--- src/rtl/acc_ctrl_pkg.sv ---
`default_nettype none
// ============================================================================
// Module  : acc_ctrl_pkg
// Purpose : Shared definitions for the accumulator controller. Holds the
//           one-hot state encoding and its bit indices, the opcode values
//           (NOP..HALT) and the error codes reported on ERR_CODE.
// Ports   : none (package)
// Rev     : 1.0  initial release
// ============================================================================
package acc_ctrl_pkg;

    // Bit positions of each state inside the one-hot STATE vector
    localparam int c_idx_rst    = 0;
    localparam int c_idx_fetch  = 1;
    localparam int c_idx_decode = 2;
    localparam int c_idx_exalu  = 3;
    localparam int c_idx_exst   = 4;
    localparam int c_idx_exbnz  = 5;
    localparam int c_idx_exmisc = 6;
    localparam int c_idx_halt   = 7;
    localparam int c_idx_traps  = 8;

    typedef enum logic [8:0] {
        ST_RST    = 9'(1) << c_idx_rst,
        ST_FETCH  = 9'(1) << c_idx_fetch,
        ST_DECODE = 9'(1) << c_idx_decode,
        ST_EXALU  = 9'(1) << c_idx_exalu,
        ST_EXST   = 9'(1) << c_idx_exst,
        ST_EXBNZ  = 9'(1) << c_idx_exbnz,
        ST_EXMISC = 9'(1) << c_idx_exmisc,
        ST_HALT   = 9'(1) << c_idx_halt,
        ST_TRAPS  = 9'(1) << c_idx_traps
    } state_t;

    localparam logic [2:0] c_op_nop   = 3'd0;
    localparam logic [2:0] c_op_add   = 3'd1;
    localparam logic [2:0] c_op_sub   = 3'd2;
    localparam logic [2:0] c_op_store = 3'd3;
    localparam logic [2:0] c_op_bnz   = 3'd4;
    localparam logic [2:0] c_op_load  = 3'd5;
    localparam logic [2:0] c_op_clrac = 3'd6;
    localparam logic [2:0] c_op_halt  = 3'd7;

    localparam logic [1:0] c_err_none        = 2'b00;
    localparam logic [1:0] c_err_mem_timeout = 2'b01;
    localparam logic [1:0] c_err_overflow    = 2'b10;
    localparam logic [1:0] c_err_illegal     = 2'b11;

endpackage
`default_nettype wire

--- src/rtl/mem_wait_timer.sv ---
`default_nettype none
// ============================================================================
// Module  : mem_wait_timer
// Purpose : Counts cycles spent waiting on memory and flags when the count
//           reaches MEM_TIMEOUT. Saturates at MEM_TIMEOUT. With
//           MEM_TIMEOUT = 0 the timer is removed and expired is tied low.
// Ports   : clk     - clock, rising edge
//           rst     - asynchronous active-high reset
//           clear   - synchronous clear of the count
//           enable  - count one wait cycle
//           expired - count has reached MEM_TIMEOUT
// Rev     : 1.0  initial release
// ============================================================================
module mem_wait_timer #(
    parameter int MEM_TIMEOUT = 15
) (
    input  logic clk,
    input  logic rst,
    input  logic clear,
    input  logic enable,
    output logic expired
);

    generate
        if (MEM_TIMEOUT > 0) begin : g_timer
            localparam int CW = $clog2(MEM_TIMEOUT + 1);
            logic [CW-1:0] r_cnt;

            always_ff @(posedge clk or posedge rst) begin
                if (rst) begin
                    r_cnt <= '0;
                end else if (clear) begin
                    r_cnt <= '0;
                end else if (enable && (r_cnt != CW'(MEM_TIMEOUT))) begin
                    r_cnt <= r_cnt + 1'b1;
                end
            end

            assign expired = (r_cnt == CW'(MEM_TIMEOUT));
        end else begin : g_no_timer
            wire w_unused = &{1'b0, clk, rst, clear, enable};
            assign expired = 1'b0;
        end
    endgenerate

endmodule
`default_nettype wire

--- src/rtl/acc_ctrl_gen2.sv ---
`default_nettype none
// ============================================================================
// Module  : acc_ctrl_gen2
// Purpose : Fetch/decode/execute sequencer for the accumulator datapath with
//           variable-latency memory (ready handshake + timeout), overflow
//           trap, HALT and illegal-opcode trapping.
// Ports   : CLK, RESET (async, active high), CLR (sync soft clear)
//           OPCODE [OPW], ZERO, OVERFLOW, MEM_RDY       - status inputs
//           LD_IR, LD_AC, LD_D, LD_PC, PC_CNT, CL, CL_AC - register strobes
//           MEM_EN, RORW, DORPC, ADDSUB, PASS            - memory/ALU control
//           HALTED, TRAP, ERR_CODE[2], STATE[9] (one-hot) - status
// Rev     : 1.0  initial release
// ============================================================================
module acc_ctrl_gen2
    import acc_ctrl_pkg::*;
#(
    parameter int OPW         = 3,
    parameter int MEM_TIMEOUT = 15,
    parameter int OVF_TRAP_EN = 1
) (
    input  logic           CLK,
    input  logic           RESET,
    input  logic           CLR,
    input  logic [OPW-1:0] OPCODE,
    input  logic           ZERO,
    input  logic           OVERFLOW,
    input  logic           MEM_RDY,
    output logic           LD_IR,
    output logic           LD_AC,
    output logic           LD_D,
    output logic           LD_PC,
    output logic           PC_CNT,
    output logic           CL,
    output logic           CL_AC,
    output logic           MEM_EN,
    output logic           RORW,
    output logic           DORPC,
    output logic           ADDSUB,
    output logic           PASS,
    output logic           HALTED,
    output logic           TRAP,
    output logic [1:0]     ERR_CODE,
    output logic [8:0]     STATE
);

    state_t     r_state;
    logic [2:0] r_op;
    logic [1:0] r_err;
    logic       r_ld_d;

    logic       w_illegal;
    logic       w_in_mem;
    logic       w_expired;
    logic       w_tmr_clear;
    logic       w_tmr_enable;
    logic [2:0] w_op;

    assign w_op = OPCODE[2:0];

    // Only opcode bits above bit 2 can make an opcode illegal
    generate
        if (OPW > 3) begin : g_wide_op
            assign w_illegal = |OPCODE[OPW-1:3];
        end else begin : g_narrow_op
            assign w_illegal = 1'b0;
        end
    endgenerate

    assign w_in_mem = r_state[c_idx_fetch] | r_state[c_idx_exalu] | r_state[c_idx_exst];

    // A completed access always leaves the memory state, so clearing on
    // MEM_RDY guarantees a zero count on entry to the next memory state.
    assign w_tmr_clear  = ~w_in_mem | MEM_RDY | CLR;
    assign w_tmr_enable = w_in_mem & ~MEM_RDY;

    mem_wait_timer #(
        .MEM_TIMEOUT (MEM_TIMEOUT)
    ) u_wait_timer (
        .clk     (CLK),
        .rst     (RESET),
        .clear   (w_tmr_clear),
        .enable  (w_tmr_enable),
        .expired (w_expired)
    );

    always_ff @(posedge CLK or posedge RESET) begin
        if (RESET) begin
            r_state <= ST_RST;
            r_op    <= c_op_nop;
            r_err   <= c_err_none;
            r_ld_d  <= 1'b0;
        end else begin
            r_ld_d <= 1'b0;
            if (CLR) begin
                r_state <= ST_RST;
                r_err   <= c_err_none;
            end else begin
                case (r_state)
                    ST_RST: begin
                        r_err   <= c_err_none;
                        r_state <= ST_FETCH;
                    end
                    ST_FETCH: begin
                        if (MEM_RDY) begin
                            r_state <= ST_DECODE;
                        end else if (w_expired) begin
                            r_state <= ST_TRAPS;
                            r_err   <= c_err_mem_timeout;
                        end
                    end
                    ST_DECODE: begin
                        r_op <= w_op;
                        if (w_illegal) begin
                            r_state <= ST_TRAPS;
                            r_err   <= c_err_illegal;
                        end else begin
                            case (w_op)
                                c_op_add, c_op_sub, c_op_load: r_state <= ST_EXALU;
                                c_op_store: begin
                                    r_state <= ST_EXST;
                                    r_ld_d  <= 1'b1;   // LD_D only on first EXST cycle
                                end
                                c_op_bnz:  r_state <= ST_EXBNZ;
                                c_op_halt: r_state <= ST_HALT;
                                default:   r_state <= ST_EXMISC;   // NOP, CLRAC
                            endcase
                        end
                    end
                    ST_EXALU: begin
                        if (MEM_RDY) begin
                            if (OVERFLOW && (r_op != c_op_load) && (OVF_TRAP_EN != 0)) begin
                                r_state <= ST_TRAPS;
                                r_err   <= c_err_overflow;
                            end else begin
                                r_state <= ST_FETCH;
                            end
                        end else if (w_expired) begin
                            r_state <= ST_TRAPS;
                            r_err   <= c_err_mem_timeout;
                        end
                    end
                    ST_EXST: begin
                        if (MEM_RDY) begin
                            r_state <= ST_FETCH;
                        end else if (w_expired) begin
                            r_state <= ST_TRAPS;
                            r_err   <= c_err_mem_timeout;
                        end
                    end
                    ST_EXBNZ:  r_state <= ST_FETCH;
                    ST_EXMISC: r_state <= ST_FETCH;
                    ST_HALT:   r_state <= ST_HALT;
                    ST_TRAPS:  r_state <= ST_TRAPS;
                    default:   r_state <= ST_RST;
                endcase
            end
        end
    end

    assign STATE    = r_state;
    assign ERR_CODE = r_err;
    assign LD_D     = r_ld_d;

    assign CL       = r_state[c_idx_rst];
    assign CL_AC    = r_state[c_idx_rst] | (r_state[c_idx_exmisc] & (r_op == c_op_clrac));
    assign MEM_EN   = w_in_mem;
    assign RORW     = r_state[c_idx_fetch] | r_state[c_idx_exalu];
    assign DORPC    = r_state[c_idx_exalu] | r_state[c_idx_exst];
    assign ADDSUB   = r_state[c_idx_exalu] & (r_op == c_op_sub);
    assign PASS     = r_state[c_idx_exalu] & (r_op == c_op_load);
    assign HALTED   = r_state[c_idx_halt];
    assign TRAP     = r_state[c_idx_traps];

    // Strobes qualified by same-cycle status inputs
    assign LD_IR    = r_state[c_idx_fetch] & MEM_RDY;
    assign PC_CNT   = r_state[c_idx_fetch] & MEM_RDY;
    assign LD_AC    = r_state[c_idx_exalu] & MEM_RDY;
    assign LD_PC    = r_state[c_idx_exbnz] & ~ZERO;

endmodule
`default_nettype wire
--- config.mk ---
export PLATFORM = sky130hd
export DESIGN_NAME = acc_ctrl_gen2
export DESIGN_NICKNAME = d
export VERILOG_FILES = /design/src/rtl/acc_ctrl_pkg.sv /design/src/rtl/mem_wait_timer.sv /design/src/rtl/acc_ctrl_gen2.sv
export SDC_FILE = /design/constraint.sdc
export NUM_CORES = 1
export LEC_CHECK = 0
export ABC_AREA = 1
export CELL_PAD_IN_SITES_DETAIL_PLACEMENT = 1
export CELL_PAD_IN_SITES_GLOBAL_PLACEMENT = 2
export CORE_MARGIN = 4
export CORE_UTILIZATION = 28
export CTS_CLUSTER_DIAMETER = 30
export DETAILED_ROUTE_END_ITERATION = 10
export PLACE_DENSITY = 0.87
export SETUP_SLACK_MARGIN = 0.2
export SLEW_MARGIN = 5
export SYNTH_ARGS = -nofsm -noshare
export SYNTH_HDL_FRONTEND = slang
export SYNTH_SLANG_ARGS = --single-unit
--- constraint.sdc ---
create_clock -name CLK -period 4.1 [get_ports CLK]
set_input_delay 0.82 -clock CLK [delete_from_list [all_inputs] [get_ports CLK]]
set_output_delay 0.82 -clock CLK [all_outputs]
set_load 0.03 [all_outputs]
Yosys cells after proc, flatten, opt, wreduce, memory -nomap -nowiden

Index checks and enable logic that the tools add are counted.

$add $sub $neg: 1
Mux-type cells: 19
Equality and inequality tests: 23
Bitwise operators: 17
Reductions and logical operators: 9

Operator list:

| operator            | number |
|---|---|
| $pmux 9 s7          | 1 |
| $mux 9              | 6 |
| $pmux 8 s4          | 1 |
| $eq 3x3->1 const B  | 5 |
| $mux 2              | 5 |
| $eq 3x2->1 const B  | 3 |
| $eq 9x1->1 const B  | 1 |
| $eq 9x2->1 const B  | 1 |
| $eq 9x3->1 const B  | 1 |
| $eq 9x4->1 const B  | 1 |
| $eq 9x5->1 const B  | 1 |
| $eq 9x6->1 const B  | 1 |
| $eq 9x7->1 const B  | 1 |
| $eq 9x8->1 const B  | 1 |
| $eq 9x9->1 const B  | 1 |
| $mux 4              | 2 |
| $ne 4x4->1 const B  | 2 |
| $and 1x1->1         | 7 |
| $ne 3x3->1 const B  | 2 |
| $or 1x1->1          | 6 |
| $pmux 2 s3          | 1 |
| $reduce_or 3->1     | 2 |
| $add 4x1->4 const B | 1 |
| $eq 4x4->1 const B  | 1 |
| other kinds (9)     | 15 |

Register bits after elaboration: 19
Input bits: 9
Output and inout port bits: 25

Longest topological paths before layout

Gate-level depths: netlist (run 1).

Depth after elaboration: 6
Mapped depth: 10
Mapped depth without buffers: 10

Hierarchy

A second synthesis (run 1) with hierarchy kept.

Cell total of the unflattened synthesis: 200
Area total of the unflattened synthesis: 1342.5 um^2

Modules (own cells, without submodules):

| module         | times used | sequential area each (um^2) | cells each | area each (um^2) |
|---|---|---|---|---|
| acc_ctrl_gen2  | 1          | 376.6                       | 170        | 1113.6 |
| mem_wait_timer | 1          | 100.1                       | 30         | 229.0 |

Least setup slack after synthesis (run 1)

No wires, ideal clock.

Path kind: input-to-output
Start point: input MEM_RDY
End point: output PC_CNT
Stages: 4
Setup slack: 1.820 ns
Data arrival time: 1.460 ns
Cell sequence: buf_2 nand2_1 inv_1 buf_4

Longest elaborated chain between the ends: 1

Ends and longest elaborated chain:

| what               | line                | RTL |
|---|---|---|
| start: declaration | acc_ctrl_gen2.sv:27 | `input logic MEM_RDY,` |
| $and 1x1->1        | -                   |  |
| end: declaration   | acc_ctrl_gen2.sv:32 | `output logic PC_CNT,` |

Every way passes these cells.

Final worst setup path (run 1)

Start point: input MEM_RDY
End point: output LD_AC

Longest elaborated chain between the ends: 1

Ends and longest elaborated chain:

| what             | line                 | RTL |
|---|---|---|
| $and 1x1->1      | acc_ctrl_gen2.sv:177 | `assign LD_AC = r_state[c_idx_exalu] & MEM_RDY;` |
| end: declaration | acc_ctrl_gen2.sv:29  | `output logic LD_AC,` |

Every way passes these cells.

==> results of run 1 <==
==> Yosys cell counts <==
cell,n
inv_2,4
inv_1,27
nand3_2,1
a211oi_1,1
a21oi_2,3
buf_2,1
o21ai_0,7
nor2_1,23
o31ai_1,1
dfstp_2,1
nand2_1,47
ha_1,1
dfrtp_1,18
nand4_1,4
nand2_4,1
o21a_1,2
a31oi_1,1
nand3_1,19
buf_4,4
a21oi_1,7
nor3_2,1
nand2_2,4
nor3_1,6
xor2_1,1
o211ai_1,1
and3_1,2
nor2_2,6
==> worst paths after layout <==
| path | depth (start not counted) | start | slack, ns | endpoint |
|---|---|---|---|---|
| setup reg to reg | 10 | u_wait_timer.g_timer.r_cnt[0] | 2.42 | ERR_CODE[1] |
| max in group asynchronous | 2 | RESET | 2.62 | STATE[7] |
| hold reg to reg | 2 | ERR_CODE[1] | 0.50 | ERR_CODE[1] |
| min in group asynchronous | 2 | RESET | 0.99 | u_wait_timer.g_timer.r_cnt[2] |
| setup / recovery | 4 | MEM_RDY | 0.97 | LD_AC |
| hold / removal | 2 | ERR_CODE[1] | 0.50 | ERR_CODE[1] |
==> state kept, by name, summed over array words and instances, names as in the netlist <==
signal                      cells
ERR_CODE                        2
LD_D                            1
STATE                           9
r_op                            3
u_wait_timer.g_timer.r_cnt      4
==> critical path: cells and delay by family <==
family | cells | cell delay (ns)
buffers and inverters | 3 | 1.37
AND/OR/NAND/NOR | 1 | 0.12
==> metal layers <==
metal	wire length, um	vias to the layer above	GRT usage
met4	68	0	0.0362
met3	158	7	0.0343
met5	0	-	0
met1	1780	596	0.176
li1	-	683	-
met2	1840	29	0.248
==> kinds of logic (layout without fill, tap and decap cells) <==
group,after synthesis,after routing
compound gates,23,23
fa+ha+maj,1,1
flops,19,19
buf+inv,36,68
simple gates,114,114
xor+xnor,1,1
==> where the power goes <==
| group | leakage [uW] | switching [uW] | internal [uW] |
|---|---|---|---|
| logic | 0.000569 | 69.7 | 40.2 |
| clock network | 0.0000228 | 65.2 | 69.2 |
| registers | 0.000260 | 6.80 | 193 |
| total | 0.000852 | 142 | 303 |
==> stage by stage <==
stage	power (uW)	worst slack (ns)	util	cell area, um^2
after global routing	472	0.885	0.386	1710
final	444	0.968	0.386	1710
after floorplan	274	1.82	-	1310
after CTS	453	0.951	0.386	1710
after detailed placement	315	0.962	0.376	1670
after global placement	315	0.969	0.376	1670
==> area by class of cell <==
cell class | instances | area (um^2)
multi-input cells | 139 | 681
inverters | 31 | 116
fillers | 578 | 2730
well taps | 52 | 65.1
clock buffers | 4 | 45.0
repair buffers | 33 | 330
flip-flops and latches | 19 | 477
==> results.ini, run 1 <==
[layout]
syn_to_final_growth_pct = 31.0
mostFrequentLayoutCells = nand2_1 (47), clkdlybuf4s50_1 (33), inv_1 (27), nor2_1 (23), nand3_1 (19)
final_nets = 237
final_layout_size_suffix_gt1_frac = 0.106
num_antenna_cells = 0
layout_commonest_cell = nand2_1
final_cells = 278

[yosys]
syn-num-nets = 204
ys_types = 27
ys_ff_latch = 19
synth.yosys.warnings = 0
yosysSeqAreaShare = 0.364
yosys-top-cells-area = dfrtp_1 (34%), nand2_1 (13%), inv_1 (7.7%)
yosysTopAreaCellShare = 0.344
synthMuxAreaShare = 0
syn_area_um2 = 1310
synth_top_cell_by_area = dfrtp_1
synth_fa_ha_area_frac = 0.00956
synth-simple-area-share = 0.397
synth_compound_area_frac = 0.107
postSynthAreaPerCell_um2 = 6.75
synthXorXnorAreaFrac = 0.00669
synthCells = 194
synth_top_family_by_area = simple AND/OR/NAND/NOR gates

[min_path]
hp-class = reg -> reg

[clock_tree]
tritoncts = built
h-tree-depth = 1
cts_inserted_buffers = 3
ctsHoldBuffers = 0
clk_pin_slew_ns = 0.08
cts_sinks = 19
clk_path_buf_depth = 2
clock_latency_ns = 0.26
post_cts_buffers = 0
cts_resized = 0
clock-root-buffer = clkbuf_8

[critical_path]
worst_path_largest_cell_delay_ns = 0.66
crit_chain = clkdlybuf4s50_1, nand2_1, inv_1, clkdlybuf4s50_1
cp_data_required_time_ns = 3.28
cp_common_cell = clkdlybuf4s50_1
critPathMaxFanout = 8
cp_slowest_cell = clkdlybuf4s50_1
startpoint_type = primary input
arrival_ns = 2.31
setup.worst_path.end_class = output port
critPathKind = in -> out

[place]
gp_congestion = 0.757
dp.cells = 274
io_buffers = 33
post-dp-hpwl_um = 3070

[sta]
finalHoldViolCount = 0
min_period_ns = 3.13
tns_ns = 0
clock_skew_ns = 0.00771
holdWs_ns = 0.503
rsz0062_at_grt = no
setup_viol = 0
slew_viol_final = 0
clock.fmax_ghz = 0.319
worstMarginPinSlew_ns = 0.768
relSlewSlack = 0.487
fin_crit_sh = 0.764

[floorplanning]
die_y_um = 76.4
chipWidth_um = 76.4
io_pins = 34
rows = 24
initial_core_util = 0.294
core_um2 = 4440
die_area_um2 = 5830

[global_route]
grt_first_pass_wirelength_um = 6750
gr-total-overflow = 0
groute.usage.overall = 0.142
grt_pass1_vias = 1406
antenna_found_initial = 0
grt_max_degree = 20

[power_and_ir_drop]
ir_worst_vdd_mv = 0.0893
power-per-cell-area_nw_per_um2 = 259
p_leak_uw = 0.000852

[run]
maxCapViolations = 0

[detailed_routing]
drt-initial-drc-count = 28
drt_wl_total_um = 3850
post-route-drc-count = 0
final_antenna_net_count = 0
drt-pass1-iter-count = 4
wl_per_cell_um = 13.8
via_per_inst = 4.73
num_vias = 1315

[outcome]
status = complete, no violations

Note: power is estimated with default switching activity, not from simulation.
==> run 2: changes to the inputs <==
CORE_UTILIZATION = 26   (was 28)
PLACE_DENSITY = 0.82   (was 0.87)
clock period = 3.1 ns   (was 4.1 ns; I/O delays follow)
==> run 2 against run 1 <==
Via count rose by 2.3%. Register-to-register slack got worse by 1.0 ns. Total power rose by 33%. Hold slack improved by 0.0047 ns. First-iteration DRC count rose by 93%. Sequential share of layout area fell by 0.44 points. Cell count rose by 5.8%. Worst setup slack got worse by 0.44 ns. Sequential power rose by 32%. Core utilization fell by 2.2 points. Global-route usage fell by 1.1 points. Critical endpoint is now PC_CNT.
==> results.ini, run 2 (synthesis results as in run 1) <==
[sta]
clock.fmax_ghz = 0.389
worstMarginPinSlew_ns = 0.807
finalHoldViolCount = 0
slew_viol_final = 0
holdWs_ns = 0.508
tns_ns = 0
setup_viol = 0
clock_skew_ns = 0.00742
rsz0062_at_grt = no
fin_crit_sh = 0.830
min_period_ns = 2.57
relSlewSlack = 0.461

[detailed_routing]
wl_met1_um = 1890
wl_per_cell_um = 13.1
wl_met3_um = 148
num_vias = 1345
drt-pass1-iter-count = 4
drt-initial-drc-count = 54
drt_wl_total_um = 3870
post-route-drc-count = 0
met2_length_um = 1800
top_layer_used = met4
via_per_inst = 4.57
final_antenna_net_count = 0

[clock_tree]
tritoncts = built
ctsHoldBuffers = 0
post_cts_buffers = 0
h-tree-depth = 1
cts_sinks = 19
clk_pin_slew_ns = 0.07
clock_latency_ns = 0.26
clock-root-buffer = clkbuf_8
clk_path_buf_depth = 2
cts_inserted_buffers = 3
cts_resized = 0

[outcome]
status = complete, no violations

[place]
gp_congestion = 0.816
io_buffers = 33
post-dp-hpwl_um = 3120
dp.cells = 290

[global_route]
gr-total-overflow = 0
grt_first_pass_wirelength_um = 6560
groute.usage.overall = 0.132
grt_max_degree = 20
antenna_found_initial = 0
grt_pass1_vias = 1392

[power_and_ir_drop]
p_int_uw = 399
ir_worst_vdd_mv = 0.165
switching_share = 0.326
clockPowerShare = 0.303
p_leak_uw = 0.000860
pwr-share-comb = 0.250
p_switching_uw = 193
finalPower_uw = 592
power-per-cell-area_nw_per_um2 = 340
pwr-share-seq = 0.447

[floorplanning]
chipWidth_um = 79.0
initial_core_util = 0.273
die_y_um = 79.0
rows = 25
core_um2 = 4790
io_pins = 34
die_area_um2 = 6230

[layout]
final_cells = 294
post-route-util = 0.364
mostFrequentLayoutCells = nand2_1 (47), clkdlybuf4s50_1 (33), inv_1 (27), nor2_1 (23), nand3_1 (19)
final_layout_size_suffix_gt1_frac = 0.115
syn_to_final_growth_pct = 33.1
nFillCells = 624
final_nets = 238
num_antenna_cells = 0
layout_commonest_cell = nand2_1
largest_reg_flops = 9

[critical_path]
startpoint_type = primary input
cp_data_required_time_ns = 2.48
critPathKind = in -> out
arrival_ns = 1.95
setup.worst_path.end_class = output port
critPathMaxFanout = 3

[run]
maxCapViolations = 0

[min_path]
hp-class = reg -> reg

==> run 2: cell types whose count changed in the layout (fill, tap and decap cells not counted), sizes merged <==
cell / previous run / this run
clkinv: 0 / 1
clkbuf: 4 / 3
buf: 0 / 1
==> run 2: power by group through the flow <==
stage | sequential [uW] | combinational, uW | clock, uW
after floorplan | 275 | 87.9 | 0
after global placement | 269 | 149 | 0
after detailed placement | 270 | 149 | 0
after CTS | 265 | 150 | 186
after global routing | 266 | 162 | 196
final | 265 | 148 | 179
==> run 2: metrics by stage <==
step	cell area (um^2)	setup slack, ns
finish	1740	0.529
global route	1740	0.463
CTS	1740	0.513
detailed placement	1700	0.517
global placement	1700	0.516
floorplan	1310	1.05
==> run 2: path summary, 6_finish.rpt <==
check / startpoint / to / slack, ns / cells after the start
worst max-delay path: MEM_RDY / PC_CNT / 0.53 / 4
worst min register to register: ERR_CODE[0] / ERR_CODE[0] / 0.51 / 2
max in group asynchronous: RESET / ERR_CODE[0] / 1.79 / 2
worst max register to register: u_wait_timer.g_timer.r_cnt[0] / ERR_CODE[0] / 1.39 / 9
min in group asynchronous: RESET / LD_D / 0.81 / 2
worst min-delay path: ERR_CODE[0] / ERR_CODE[0] / 0.51 / 2
==> run 2: cell type report <==
type,count,area (um^2),share of cell area
clock buffer,3,41.3,0.0237
clock inverter,1,5.00,0.00287
inverter,31,116,0.0668
multi-input combinational,139,681,0.391
sequential,19,477,0.274
tap,67,83.8,0.0481
timing repair buffer,34,338,0.194
==> run 2: critical path, cell delays in order <==
cell and delay (ns):
clkdlybuf4s50_1 0.54, nand2_1 0.07, inv_1 0.07, clkdlybuf4s50_1 0.66
==> run 2: per-layer routing <==
metal  up-vias  GRT usage
met5         -          0
met3         2     0.0283
met2        28      0.227
met1       634      0.172
met4         0     0.0206
li1        681          -
